## src/rtl/rv_pipe_pkg.sv

```systemverilog
// Shared pipeline constants and the hazard FSM state type.
package rv_pipe_pkg;

   localparam logic [6:0] OPC_LOAD = 7'b0000011;

   // Register-source field positions inside a 32-bit RV32I instruction.
   localparam int RS1_MSB = 19;
   localparam int RS1_LSB = 15;
   localparam int RS2_MSB = 24;
   localparam int RS2_LSB = 20;

   typedef enum logic [1:0] {
      RUN        = 2'd0,
      LOAD_WAIT  = 2'd1,
      TRAP_FLUSH = 2'd2
   } hz_state_e;

endpackage

```

## src/rtl/fwd_match.sv

```systemverilog
// Priority comparator for one source operand against the forwarding stages.
// Stage 0 is the youngest producer, so the lowest matching index wins.
module fwd_match
   import rv_pipe_pkg::*;
#(
   parameter int NUM_FWD = 2,
   parameter int SELW    = $clog2(NUM_FWD + 1)
) (
   input  logic [4:0]              rs,
   input  logic [NUM_FWD-1:0][4:0] fwd_rd,
   input  logic [NUM_FWD-1:0]      fwd_wren,
   output logic [SELW-1:0]         sel,
   output logic                    hit0
);

   // Scan oldest to youngest so a younger match overwrites an older one.
   always_comb begin
      sel = '0;
      for (int k = NUM_FWD - 1; k >= 0; k--) begin
         if ((rs != 5'd0) && fwd_wren[k] && (fwd_rd[k] == rs)) begin
            sel = SELW'(k + 1);
         end
      end
      hit0 = (rs != 5'd0) && fwd_wren[0] && (fwd_rd[0] == rs);
   end

endmodule

```

## src/rtl/hazard_ctrl_unit.sv

```systemverilog
// Forwarding select, load-use stall FSM with timeout, and trap/branch flush
// sequencing for the ID/EX boundary.
module hazard_ctrl_unit
   import rv_pipe_pkg::*;
#(
   parameter int NUM_FWD      = 2,
   parameter int FLUSH_CYCLES = 2,
   parameter int LOAD_TIMEOUT = 15,
   parameter int SELW         = $clog2(NUM_FWD + 1)
) (
   input  logic                    clk,
   input  logic                    rst,
   input  logic [31:0]             ir_id,
   input  logic [NUM_FWD-1:0][4:0] fwd_rd,
   input  logic [NUM_FWD-1:0]      fwd_wren,
   input  logic [NUM_FWD-1:0]      fwd_is_load,
   input  logic                    mem_valid,
   input  logic                    br_taken,
   input  logic                    interrupt,
   input  logic                    is_mret,
   input  logic                    epc_taken,
   output logic [SELW-1:0]         fwd_sel_a,
   output logic [SELW-1:0]         fwd_sel_b,
   output logic                    stall_if,
   output logic                    stall_ex,
   output logic                    flush,
   output logic                    load_timeout
);

   localparam int WCW = $clog2(LOAD_TIMEOUT + 1);
   localparam int FCW = $clog2(FLUSH_CYCLES + 1);
   localparam logic [WCW-1:0] WAIT_MAX     = WCW'(LOAD_TIMEOUT);
   localparam logic [FCW-1:0] FLUSH_RELOAD = FCW'(FLUSH_CYCLES - 1);
   // A single-cycle trap flush finishes in the accept cycle itself.
   localparam bit MULTI_FLUSH = (FLUSH_CYCLES > 1);

   hz_state_e      state_q, state_d;
   logic [WCW-1:0] wait_cnt_q, wait_cnt_d;
   logic [FCW-1:0] flush_cnt_q, flush_cnt_d;

   logic [SELW-1:0] sel_a, sel_b;
   logic            hit0_a, hit0_b;
   logic            hz, redirect;
   logic            stall_if_c, stall_ex_c, flush_c, timeout_c;
   logic            unused_bits;

   assign unused_bits = ^{ir_id[31:RS2_MSB+1], ir_id[RS1_LSB-1:0], fwd_is_load};

   fwd_match #(.NUM_FWD(NUM_FWD), .SELW(SELW)) u_match_a (
      .rs       (ir_id[RS1_MSB:RS1_LSB]),
      .fwd_rd   (fwd_rd),
      .fwd_wren (fwd_wren),
      .sel      (sel_a),
      .hit0     (hit0_a)
   );

   fwd_match #(.NUM_FWD(NUM_FWD), .SELW(SELW)) u_match_b (
      .rs       (ir_id[RS2_MSB:RS2_LSB]),
      .fwd_rd   (fwd_rd),
      .fwd_wren (fwd_wren),
      .sel      (sel_b),
      .hit0     (hit0_b)
   );

   // Load-use hazard: a source needs the stage-0 load whose data is not back yet.
   assign hz       = (hit0_a | hit0_b) & fwd_is_load[0] & ~mem_valid;
   // A taken branch is ignored while the PC is being redirected to epc.
   assign redirect = is_mret | (br_taken & ~epc_taken);

   // Next-state, counter and control decode; priority interrupt > redirect > hazard.
   always_comb begin
      state_d     = state_q;
      wait_cnt_d  = wait_cnt_q;
      flush_cnt_d = flush_cnt_q;
      stall_if_c  = 1'b0;
      stall_ex_c  = 1'b0;
      flush_c     = 1'b0;
      timeout_c   = 1'b0;
      case (state_q)
         RUN, LOAD_WAIT: begin
            if (interrupt) begin
               flush_c     = 1'b1;
               stall_if_c  = 1'b1;
               stall_ex_c  = 1'b1;
               wait_cnt_d  = '0;
               flush_cnt_d = FLUSH_RELOAD;
               state_d     = MULTI_FLUSH ? TRAP_FLUSH : RUN;
            end else if (redirect) begin
               flush_c    = 1'b1;
               stall_if_c = 1'b1;
               wait_cnt_d = '0;
               state_d    = RUN;
            end else if (state_q == RUN) begin
               if (hz) begin
                  stall_if_c = 1'b1;
                  stall_ex_c = 1'b1;
                  wait_cnt_d = WCW'(1);
                  state_d    = LOAD_WAIT;
               end
            end else if (mem_valid) begin
               wait_cnt_d = '0;
               state_d    = RUN;
            end else if (wait_cnt_q == WAIT_MAX) begin
               timeout_c  = 1'b1;
               wait_cnt_d = '0;
               state_d    = RUN;
            end else begin
               stall_if_c = 1'b1;
               stall_ex_c = 1'b1;
               if (wait_cnt_q < WAIT_MAX) begin
                  wait_cnt_d = wait_cnt_q + WCW'(1);
               end
            end
         end
         TRAP_FLUSH: begin
            flush_c    = 1'b1;
            stall_if_c = 1'b1;
            if (interrupt) begin
               flush_cnt_d = FLUSH_RELOAD;
               if (FLUSH_RELOAD == '0) begin
                  state_d = RUN;
               end
            end else if (flush_cnt_q <= FCW'(1)) begin
               flush_cnt_d = '0;
               state_d     = RUN;
            end else begin
               flush_cnt_d = flush_cnt_q - FCW'(1);
            end
         end
         default: begin
            state_d     = RUN;
            wait_cnt_d  = '0;
            flush_cnt_d = '0;
         end
      endcase
   end

   // State and counter registers with synchronous reset.
   always_ff @(posedge clk) begin
      if (rst) begin
         state_q     <= RUN;
         wait_cnt_q  <= '0;
         flush_cnt_q <= '0;
      end else begin
         state_q     <= state_d;
         wait_cnt_q  <= wait_cnt_d;
         flush_cnt_q <= flush_cnt_d;
      end
   end

   // Every output is forced low while reset is held.
   always_comb begin
      fwd_sel_a    = rst ? '0 : sel_a;
      fwd_sel_b    = rst ? '0 : sel_b;
      stall_if     = ~rst & stall_if_c;
      stall_ex     = ~rst & stall_ex_c;
      flush        = ~rst & flush_c;
      load_timeout = ~rst & timeout_c;
   end

endmodule
```

## config.mk

```make
export PLATFORM = sky130hd
export DESIGN_NAME = hazard_ctrl_unit
export DESIGN_NICKNAME = d
export VERILOG_FILES = /design/src/rtl/rv_pipe_pkg.sv /design/src/rtl/fwd_match.sv /design/src/rtl/hazard_ctrl_unit.sv
export SDC_FILE = /design/constraint.sdc
export NUM_CORES = 1
export LEC_CHECK = 0
export ABC_AREA = 0
export BUFFER_PORTS_ARGS = -buffer_cell sky130_fd_sc_hd__buf_2
export CAP_MARGIN = 5
export CORE_MARGIN = 2
export CORE_UTILIZATION = 44
export DETAILED_ROUTE_END_ITERATION = 10
export GPL_ROUTABILITY_DRIVEN = 0
export HOLD_SLACK_MARGIN = 0.15
export PLACE_DENSITY = 0.86
export SYNTH_ARGS = -nofsm -noshare
export SYNTH_HDL_FRONTEND = slang
export SYNTH_SLANG_ARGS = --single-unit
```

## constraint.sdc

```tcl
create_clock -name clk -period 3 [get_ports clk]
set_input_delay 0.6 -clock clk [delete_from_list [all_inputs] [get_ports clk]]
set_output_delay 0.6 -clock clk [all_outputs]
set_load 0.01 [all_outputs]
```

# Word level (Yosys, flattened, before mapping)

Index checks and enable logic that the tools add are counted.

Output and inout port bits: 8
Register bits: 8

Add/sub/neg operators: 2
Reductions and logical operators: 14
Order comparisons: 2
Mux-type cells: 46
Bitwise operators: 13
Eq/ne operators: 13

Operator list:

| kind                  | number |
|---|---|
| $mux W2               | 17 |
| $mux W4               | 7 |
| $eq A5 B5 Y1          | 4 |
| $mux W1               | 17 |
| $reduce_bool A5 Y1    | 2 |
| $logic_and A1 B1 Y1   | 8 |
| $pmux W2 S2           | 2 |
| $pmux W4 S2           | 1 |
| $and A1 B1 Y1         | 7 |
| $ne A7 B7 Y1 const B  | 1 |
| $ne A2 B2 Y1 const B  | 3 |
| $ne A6 B6 Y1 const B  | 1 |
| $ne A5 B5 Y1 const B  | 1 |
| $add A4 B1 Y4 const B | 1 |
| $eq A4 B4 Y1 const B  | 1 |
| $lt A4 B4 Y1 const B  | 1 |
| $not A1 Y1            | 4 |
| $pmux W1 S2           | 2 |
| $reduce_and A4 Y1     | 1 |
| $reduce_and A3 Y1     | 1 |
| $eq A2 B1 Y1 const B  | 1 |
| $eq A2 B2 Y1 const B  | 1 |
| $le A2 B1 Y1 const B  | 1 |
| $logic_not A2 Y1      | 1 |
| 3 further kinds       | 4 |

# Longest topological paths before layout

Gate-level depths: netlist (run 1).

Depth in word-level cells: 12
Gate-level depth with buffers: 5
Mapped depth without buffers: 5

# Cells and area by module

Synthesis (run 1) repeated with hierarchy kept, for this count alone.

Cell total of the unflattened synthesis: 105
Area total of the unflattened synthesis: 859.6 sq um

Modules (own cells, without submodules):

| module           | instances | area each (sq um) | cells each | seq. area each (sq um) |
|---|---|---|---|---|
| hazard_ctrl_unit | 1         | 566.8             | 67         | 160.2 |
| fwd_match        | 2         | 146.4             | 19         | 0.0 |

# Worst setup path after synthesis (run 1)

Ideal clock, no wire load.

Kind: input to output
Start: input ir_id[16]
End: output fwd_sel_a[1]
Arrival: 1.773 ns
Slack: 0.627 ns
Cell stages on the path: 4
Cells stage by stage: or4_4 > nor2_4 > nor3_4 > nor4_1

Longest elaborated chain between the ends: 6

RTL lines:

| what                              | RTL line                | source |
|---|---|---|
| start, declared                   | hazard_ctrl_unit.sv:13  | `input logic [31:0] ir_id,` |
| $reduce_bool A5 Y1                | fwd_match.sv:20         | `if ((rs != 5'd0) && fwd_wren[k] && (fwd_rd[k] == rs)) begin` |
| $logic_and A1 B1 Y1 (2 in series) | fwd_match.sv:20         |  |
| $mux W2                           | fwd_match.sv:20         |  |
| $mux W2 (*)                       | fwd_match.sv:20         |  |
| $mux W2 (*)                       | hazard_ctrl_unit.sv:153 | `fwd_sel_a = rst ? '0 : sel_a;` |
| end, declared                     | hazard_ctrl_unit.sv:22  | `output logic [SELW-1:0] fwd_sel_a,` |

Every way passes the cells marked *; elsewhere a longest branch is shown, timed or not.

# Final worst setup path (run 1)

Same ends and word-level chain as after synthesis.

==> out/metrics.yaml, run 1 <==
antenna_found_initial: 0
fmax_ghz: 0.3794
portBuffers: 37
grt_max_degree: 16
yosysSeqAreaShare_pct: 18.10
critPathTopFamily: "simple AND/OR/NAND/NOR gates"
final_core_util_pct: 57.81
cts_setup_buffers: 0
status: "complete, no violations"
rsz0062_at_grt: "false"
setup_viol_count_final: 0
routed_wl_um: 2186
die_h_um: 48.84
synth-warning-count: 0
cp.depth: 6
cts_tree: "yes"
synthesis.area_um2: 884.6
irDropWorstVdd_uv: 137.8
clkSinkCount: 8
report.final.slew_viol_count: 0
worstSetupPathType: "in2out"
arrival_ns: 2.04
yosysTopAreaCellShare_pct: 18.10
die_area_um2: 2385
worst_pin_slew_ns: 0.4652
synthesis.nets: 166
clk_pin_slew_ns: 0.05
power.density_nw_per_um2: 267.4
syn_avg_cell_area_um2: 7.898
die_x_um: 48.84
cp_max_fo: 4
final_nets: 204
crit_path_end_kind: "primary output"
cts_hold_buf: 0
drtPass1Iterations: 4
htreeDepth: 1
worstSkewPairLatency_ns: 0.27
wl_per_cell_um: 12.49
reg2reg_depth: 5
finalSetupTns_ns: 0
slowest_stage: "or4_4"
ys.flop_type: "dfxtp_1"
synthDistinctLibCells: 39
fillers: 188
layout_min_cycle_time_ns: 2.636
leakage_nw: 0.4222
diodes: 0
dpl.hpwl_um: 1808
slowest_delay_ns: 0.54
synth-edff-count: 0
start_util_pct: 46.03
route.detailed.drc: 0
rows: 16
synth_area_leaders: "dfxtp_1 18%, xnor2_1 17%, nor2_1 3.8%"
relSlewSlack_pct: 68.94
maxCapViolations: 0
synth_top_area_cell: "dfxtp_1"
min_period_over_period_pct: 87.87
cts-root-buf: "clkbuf_4"
ys_ff_latch: 8
drt_iter0_drc: 20
cts_resized: 0
critPathRequiredTime_ns: 2.40
grt_pass1_vias: 904
clock_path_buffers: 2
core_um2: 1922
worstSetupStartpointType: "input port"
hold_class: "reg2reg"
final_hold_viol_count: 0
gr-total-overflow: 0
io_pins: 61
whs_path_depth: 1
crit_buf_inv: 2
grt_usage_pct: 19.53
numCtsBuffers: 3
async_reset_ff_share_pct: 0
vias: 994
ant_nets: 0
areaGrowthSynthToFinish_pct: 25.60
fin_skew_ns: 0.009242
synth_cells: 112
detail_route.vias_per_cell: 5.680
grt_pass1_wl_um: 3788
path_common_cell: "buf_2"
drive_gt1_share_pct: 35.14
worstPathCellList: "buf_2 > or4_4 > nor2_4 > nor3_4 > nor4_1 > buf_2"
## flip-flops by register name (all words and copies together), names as in the netlist
| name | flops |
|---|---|
| flush_cnt_q | 2 |
| state_q | 2 |
| wait_cnt_q | 4 |
## synthesized netlist by cell type (2+ instances only)
cell type	count
inv_1	5
nand2_1	5
nor3b_1	2
nand3b_1	3
nand3_1	4
nor2_1	9
clkbuf_1	4
o21ai_0	3
a21oi_1	5
nand4_1	3
nor3_1	3
a31oi_1	3
o32a_1	2
o21a_1	2
nor2b_1	4
or4_4	2
xnor2_1	17
nor3_4	2
nor2_4	2
nor4_1	4
nand2b_1	3
dfxtp_1	8
## routing by layer
metal	share of wire (%)	up-vias	global-route usage, %
met3	8.2	3	1.534
met4	1.0	0	7.143
met1	41	451	23.43
li1	-	487	-
met2	50	53	36.07
met5	0	-	0
## cell usage in the layout, fill, tap and decap left out, types with 3 or more instances in the layout
| cell | synthesis | layout |
|---|---|---|
| nor2b_1 | 4 | 4 |
| clkbuf_4 | 0 | 3 |
| xnor2_1 | 17 | 17 |
| nand4_1 | 3 | 3 |
| nand2_1 | 5 | 5 |
| a21oi_1 | 5 | 5 |
| a31oi_1 | 3 | 3 |
| nand2b_1 | 3 | 3 |
| nor2_1 | 9 | 9 |
| nor4_1 | 4 | 4 |
| nand3b_1 | 3 | 3 |
| inv_1 | 5 | 5 |
| buf_2 | 0 | 37 |
| nor3_1 | 3 | 3 |
| nand3_1 | 4 | 4 |
| o21ai_0 | 3 | 3 |
| dfxtp_1 | 8 | 8 |
## power by group
part           total [W]  switching [W]  internal, W
combinational  0.0000971      0.0000512    0.0000460
sequential      0.000111     0.00000320     0.000108
clock          0.0000888      0.0000426    0.0000462
## through the flow
step	total power, W	std cells	worst slack [ns]	hold slack [ns]	cell area, um2
after floorplan	0.0001699	112	0.6270	0.4745	884.6
after CTS	0.0002974	175	0.3737	0.5054	1111
after global routing	0.0003135	175	0.2423	0.5416	1111
after detailed placement	0.0002108	172	0.3700	0.4965	1089
final	0.0002971	175	0.3639	0.5054	1111
after global placement	0.0002075	172	0.4170	0.4878	1089
## worst reg2reg max path, stage by stage, from the launching register on
cell and delay [ns]:
dfxtp_1 0.34, ha_1 0.26, a31oi_1 0.34, nand3b_1 0.12, a2111oi_0 0.48, o21a_1 0.16
## final cells by class
cell class | count | area [um2] | area share [%]
clock buffer | 3 | 22.52 | 2.027
inverter | 5 | 18.77 | 1.689
multi-input combinational | 95 | 690.7 | 62.16
sequential | 8 | 160.2 | 14.41
tap | 27 | 33.78 | 3.041
timing repair buffer | 37 | 185.2 | 16.67
## path summary, 6_finish.rpt
| kind | end | slack [ns] | start |
|---|---|---|---|
| max | fwd_sel_a[1] | 0.36 | ir_id[16] |
| min | flush_cnt_q[1] | 0.51 | flush_cnt_q[1] |
| max reg2reg | wait_cnt_q[3] | 1.25 | wait_cnt_q[0] |
| min reg2reg | flush_cnt_q[1] | 0.51 | flush_cnt_q[1] |
## cell families (layout without fill, tap and decap cells)
kind of cell	count (synthesis)	in the layout	share of synthesized area, %
and+or+nand+nor	51	51	37.48
AOI/OAI and AO/OA	25	25	21.36
xor gates and xnor gates	18	18	17.82
buffers and inverters	9	45	3.819
DFF	8	8	18.10
adders and majority gates	1	1	1.414
Power figures use the tool's default switching activity.
==> run 2, diff against run 1 <==
--- a/config.mk
+++ b/config.mk
@@ -9,11 +9,11 @@
 export BUFFER_PORTS_ARGS = -buffer_cell sky130_fd_sc_hd__buf_2
 export CAP_MARGIN = 5
 export CORE_MARGIN = 2
-export CORE_UTILIZATION = 44
+export CORE_UTILIZATION = 41
 export DETAILED_ROUTE_END_ITERATION = 10
 export GPL_ROUTABILITY_DRIVEN = 0
 export HOLD_SLACK_MARGIN = 0.15
-export PLACE_DENSITY = 0.86
+export PLACE_DENSITY = 0.81
 export SYNTH_ARGS = -nofsm -noshare
 export SYNTH_HDL_FRONTEND = slang
 export SYNTH_SLANG_ARGS = --single-unit
==> constraint.sdc (replaced) <==
create_clock -name clk -period 2.7 [get_ports clk]
set_input_delay 0.54 -clock clk [delete_from_list [all_inputs] [get_ports clk]]
set_output_delay 0.54 -clock clk [all_outputs]
set_load 0.01 [all_outputs]
==> out/metrics.yaml, run 2 (synthesis gave the netlist of run 1 again) <==
fin_ws_ns: 0.2110  # was 0.3639 ns
topRoutingLayerUsed: "met4"  # unchanged
layout_commonest_cell: "buf_2"  # unchanged
cts_hold_buf: 0  # unchanged
irDropWorstVdd_uv: 140.8  # was 137.8 uV
met1_length_um: 945  # was 895 um
status: "complete, no violations"  # unchanged
clock_path_buffers: 2  # unchanged
wl_met2_um: 1134  # was 1088 um
setup_viol_count_final: 0  # unchanged
report.final.slew_viol_count: 0  # unchanged
start_util_pct: 44.19  # was 46.03%
path_common_cell: "buf_2"  # unchanged
die_h_um: 50.45  # was 48.84 um
leakage_nw: 0.4222  # unchanged
final_nets: 204  # unchanged
critPathRequiredTime_ns: 2.16  # was 2.40 ns
detail_route.vias_per_cell: 5.669  # was 5.680
cts_resized: 0  # unchanged
cts_tree: "yes"  # unchanged
worstSetupPathType: "in2out"  # unchanged
worstPathCellList: "buf_2 > xnor2_1 > nand4_1 > nor3_4 > o21bai_2 > a2111oi_2 > buf_2"  # was buf_2 > or4_4 > nor2_4 > nor3_4 > nor4_1 > buf_2
hold_class: "reg2reg"  # unchanged
r2r_setup_slack_ns: 1.03  # was 1.25 ns
largest_register_ffs: 4  # unchanged
clk_pin_slew_ns: 0.05  # about the same
rsz0062_at_grt: "false"  # unchanged
min_period_over_period_pct: 92.19
final_core_util_pct: 55.50  # was 57.81%
cts-root-buf: "clkbuf_4"  # unchanged
crit_path_end_kind: "primary output"  # unchanged
areaGrowthSynthToFinish_pct: 25.60  # unchanged
worstSkewPairLatency_ns: 0.27  # about the same
cp_max_fo: 4  # unchanged
top_register: "wait_cnt_q"  # unchanged
relSlewSlack_pct: 67.20  # was 68.94%
power.density_nw_per_um2: 298.6  # was 267.4 nW/um2
rows: 16  # unchanged
reg2reg_from: "wait_cnt_q[0]"  # unchanged
arrival_ns: 1.95  # was 2.04 ns
worstHoldStart: "flush_cnt_q[1]"  # unchanged
fmax_ghz: 0.4018
slowest_delay_ns: 0.36  # was 0.54 ns
wl_met3_um: 95  # was 180 um
layout_min_cycle_time_ns: 2.489
route.detailed.drc: 0  # unchanged
whs_ns: 0.5063  # was 0.5054 ns
grt_usage_pct: 19.00  # was 19.53%
die_x_um: 50.45  # was 48.84 um
mostFrequentLayoutCells: "37 x buf_2, 17 x xnor2_1, 9 x nor2_1, 8 x dfxtp_1"  # unchanged
vias: 992  # was 994
diodes: 0  # unchanged
largest_registers: "wait_cnt_q x4, flush_cnt_q x2, state_q x2"  # unchanged
grt_pass1_vias: 923  # was 904
gr-total-overflow: 0  # unchanged
htreeDepth: 1  # unchanged
slowest_stage: "a2111oi_2"  # was or4_4
finalSetupTns_ns: 0  # unchanged
dpl.hpwl_um: 1814  # was 1808 um
cts_setup_buffers: 0  # unchanged
antenna_found_initial: 0  # unchanged
clkSinkCount: 8  # unchanged
io_pins: 61  # unchanged
die_area_um2: 2545  # was 2385 um2
preCtsSetupSlack_ns: 0.2020  # was 0.3700 ns
fin_skew_ns: 0.009959  # was 0.009242 ns
numCtsBuffers: 3  # unchanged
crit_start: "fwd_rd[2]"  # was ir_id[16]
drt_iter0_drc: 10  # was 20
ant_nets: 0  # unchanged
drtPass1Iterations: 4  # unchanged
final_hold_viol_count: 0  # unchanged
worstSetupStartpointType: "input port"  # unchanged
drive_gt1_share_pct: 35.14  # unchanged
worst_pin_slew_ns: 0.4913  # was 0.4652 ns
fillers: 190  # was 188
routed_wl_um: 2230  # was 2186 um
grt_max_degree: 16  # unchanged
wl_per_cell_um: 12.74  # was 12.49 um
portBuffers: 37  # unchanged
core_um2: 2002  # was 1922 um2
grt_pass1_wl_um: 3712  # was 3788 um
maxCapViolations: 0  # unchanged
[run 2: layer usage]
metal	GRT usage, %	vias up
met5	0	-
met4	11.71	0
met3	2.976	5
met2	34.21	28
met1	20.58	470
li1	-	489
[run 2: area by class of cell]
type / count / area [um2] / area share [%]
multi-input cells: 95 / 690.7 / 62.16
repair buffers: 37 / 185.2 / 16.67
flip-flops and latches: 8 / 160.2 / 14.41
well taps: 27 / 33.78 / 3.041
clock buffers: 3 / 22.52 / 2.027
inverters: 5 / 18.77 / 1.689
[run 2: report_power, final]
part           total [W]  internal [W]  switching (W)
clock           0.000100     0.0000514      0.0000488
sequential      0.000124      0.000120     0.00000385
combinational   0.000108     0.0000510      0.0000567
total           0.000332      0.000222       0.000109
[run 2: final timing paths]
path                    end  cells past startpoint
max reg2reg   wait_cnt_q[3]                      5
min reg2reg  flush_cnt_q[1]                      1
min          flush_cnt_q[1]                      1
max                stall_ex                      7
[run 2: critical path, delay by kind of cell]
family	cells	cell delay, ns
AO/OA/AOI/OAI	2	0.49
AND/OR/NAND/NOR	2	0.45
buffers and inverters	2	0.31
XOR/XNOR	1	0.16
[run 2: per-stage QoR]
stage,instance area (um2),power (W),cells
finish,1111,0.0003318,175
global route,1111,0.0003470,175
CTS,1111,0.0003314,175
detailed placement,1089,0.0002344,172
global placement,1089,0.0002299,172
floorplan,884.6,0.0001887,112
==> run 3, diff against run 2 <==
--- a/config.mk
+++ b/config.mk
@@ -9,11 +9,11 @@
 export BUFFER_PORTS_ARGS = -buffer_cell sky130_fd_sc_hd__buf_2
 export CAP_MARGIN = 5
 export CORE_MARGIN = 2
-export CORE_UTILIZATION = 41
+export CORE_UTILIZATION = 37
 export DETAILED_ROUTE_END_ITERATION = 10
 export GPL_ROUTABILITY_DRIVEN = 0
 export HOLD_SLACK_MARGIN = 0.15
-export PLACE_DENSITY = 0.81
+export PLACE_DENSITY = 0.77
 export SYNTH_ARGS = -nofsm -noshare
 export SYNTH_HDL_FRONTEND = slang
 export SYNTH_SLANG_ARGS = --single-unit
==> constraint.sdc (replaced) <==
create_clock -name clk -period 2 [get_ports clk]
set_input_delay 0.3 -clock clk [delete_from_list [all_inputs] [get_ports clk]]
set_output_delay 0.3 -clock clk [all_outputs]
set_load 0.01 [all_outputs]
==> out/metrics.yaml, run 3 (synthesis gave the netlist of run 1 again) <==
power.density_nw_per_um2: 364.5  # was 298.6 nW/um2
leakage_nw: 0.5463  # was 0.4222 nW
clkSinkCount: 8  # unchanged
antenna_found_initial: 0  # unchanged
report.final.slew_viol_count: 0  # unchanged
use_met1_pct: 20.07  # was 20.58%
detail_route.vias_per_cell: 5.658  # was 5.669
grt_max_degree: 15  # was 16
final_hold_viol_count: 0  # unchanged
worstPathCellList: "buf_2 > or4_4 > nor2_4 > nor3_4 > buf_6 > o21ai_4 > a31oi_1 > buf_2"  # was buf_2 > xnor2_1 > nand4_1 > nor3_4 > o21bai_2 > a2111oi_2 > buf_2
fin_ws_ns: 0.007832  # was 0.2110 ns
diodes: 0  # unchanged
power.total_w: 0.0004931  # was 0.0003318 W
top_register: "wait_cnt_q"  # unchanged
grt_pass1_wl_um: 3877  # was 3712 um
io_pins: 61  # unchanged
htreeDepth: 1  # unchanged
min_period_over_period_pct: 99.61
numCtsBuffers: 3  # unchanged
wl_per_cell_um: 14.70  # was 12.74 um
path_common_cell: "buf_2"  # unchanged
dpl.hpwl_um: 2008  # was 1814 um
top_usage_layer: "met2"  # unchanged
critPathRequiredTime_ns: 1.70  # was 2.16 ns
start_util_pct: 39.61  # was 44.19%
die_h_um: 52.90  # was 50.45 um
drtPass1Iterations: 4  # unchanged
layout_commonest_cell: "buf_2"  # unchanged
irDropWorstVdd_uv: 275.1  # was 140.8 uV
arrival_ns: 1.69  # was 1.95 ns
rows: 17  # was 16
route.detailed.drc: 0  # unchanged
slowest_delay_ns: 0.53  # was 0.36 ns
core_um2: 2233  # was 2002 um2
clk_pin_slew_ns: 0.06  # was 0.05 ns
final_core_util_pct: 60.56  # was 55.50%
crit_buf_inv: 3  # was 2
die_x_um: 52.90  # was 50.45 um
preCtsSetupSlack_ns: 0.02450  # was 0.2020 ns
drive_gt1_share_pct: 46.30  # was 35.14%
largest_register_ffs: 4  # unchanged
worst_pin_slew_ns: 0.4410  # was 0.4913 ns
critPathTopFamily: "simple AND/OR/NAND/NOR gates"  # was compound AO/OA/AOI/OAI gates
setup_viol_count_final: 0  # unchanged
ant_nets: 0  # unchanged
crit_path_end_kind: "primary output"  # unchanged
instances_no_fill: 190  # was 175
cp_max_fo: 3  # was 4
slowest_stage: "or4_4"  # was a2111oi_2
maxCapViolations: 0  # unchanged
rsz0062_at_grt: "true"  # was false
status: "complete, no violations"  # unchanged
worstSetupPathType: "in2out"  # unchanged
clock_path_buffers: 2  # unchanged
grt_util_met3_pct: 2.542  # was 2.976%
grt.met2_usage_pct: 34.79  # was 34.21%
areaGrowthSynthToFinish_pct: 52.90  # was 25.60%
cp.depth: 8  # was 7
die_area_um2: 2798  # was 2545 um2
worstSkewPairLatency_ns: 0.27  # about the same
grt_pass1_vias: 940  # was 923
cts_tree: "yes"  # unchanged
grt_usage_pct: 19.02  # was 19.00%
largest_registers: "wait_cnt_q x4, flush_cnt_q x2, state_q x2"  # unchanged
hold_class: "in2reg"  # was reg2reg
relSlewSlack_pct: 70.44  # was 67.20%
whs_path_depth: 3  # was 1
final_nets: 218  # was 204
fmax_ghz: 0.5020
cts-root-buf: "clkbuf_4"  # unchanged
layout_min_cycle_time_ns: 1.992
vias: 1075  # was 992
cts_hold_buf: 0  # unchanged
portBuffers: 37  # unchanged
routed_wl_um: 2793  # was 2230 um
worstSetupStartpointType: "input port"  # unchanged
design_area_um2: 1353  # was 1111 um2
fin_skew_ns: 0.009516  # was 0.009959 ns
drt_iter0_drc: 15  # was 10
gr-total-overflow: 0  # unchanged
mostFrequentLayoutCells: "30 x buf_2, 14 x buf_4, 10 x xnor2_1, 9 x nor2_1, 8 x dfxtp_1"  # was 37 x buf_2, 17 x xnor2_1, 9 x nor2_1, 8 x dfxtp_1
reg2reg_depth: 6  # was 5
place_area_um2: 1142  # was 1089 um2
place_inst: 180  # was 172
run 3: changes by cell type in the layout (fill, tap and decap cells not counted), moves of 6 or more:
cell	before	now
buf_2	37	30
buf_6	0	6
xnor2_2	0	7
xnor2_1	17	10
buf_4	0	14
run 3: where the power goes:
group	switching, W	total (W)	internal, W	leakage (nW)
registers	0.00000132	0.000163	0.000162	0.0650
logic	0.0000943	0.000191	0.0000966	0.467
clock network	0.0000694	0.000139	0.0000695	0.0138
total	0.000165	0.000493	0.000328	0.546
run 3: final cells by class:
| class | instances | area, um2 |
|---|---|---|
| Inverter | 5 | 18.77 |
| Fill cell | 201 | 880.8 |
| Sequential cell | 8 | 160.2 |
| Timing Repair Buffer | 51 | 337.8 |
| Clock buffer | 3 | 22.52 |
| Tap cell | 28 | 35.03 |
| Multi-Input combinational cell | 95 | 778.2 |
run 3: path summary, 6_finish.rpt:
path | from | endpoint | slack [ns]
worst max-delay path | ir_id[23] | stall_if | 0.008
worst min-delay path | interrupt | state_q[1] | 0.38
worst max register to register | wait_cnt_q[0] | wait_cnt_q[3] | 0.43
worst min register to register | flush_cnt_q[1] | flush_cnt_q[1] | 0.50
run 3: per-stage QoR:
| stage | TNS (ns) | hold WS, ns |
|---|---|---|
| global placement | 0 | 0.4905 |
| CTS | 0 | 0.3808 |
| global route | -0.06876 | 0.3968 |
| finish | 0 | 0.3795 |
| detailed placement | 0 | 0.4900 |
| floorplan | 0 | 0.4745 |
run 3: metal layers:
layer / wire [um] / up-vias
met2: 1518 / 46
met1: 1033 / 506
met3: 153 / 9
met5: 0 / -
met4: 88 / 0
li1: - / 514
run 3: worst reg2reg max path: cells and delay by family, from the launching register on:
kind	cells	cell delay, ns
buffers and inverters	1	0.15
DFF	1	0.37
adders and majority gates	1	0.21
and+or+nand+nor	1	0.08
AOI/OAI and AO/OA	3	0.71
run 3: what timing repair did:
action,CTS,global route
setup buffers,0,7
pin swaps,1,16
endpoints found under the setup margin,1,3
resized for setup,1,25
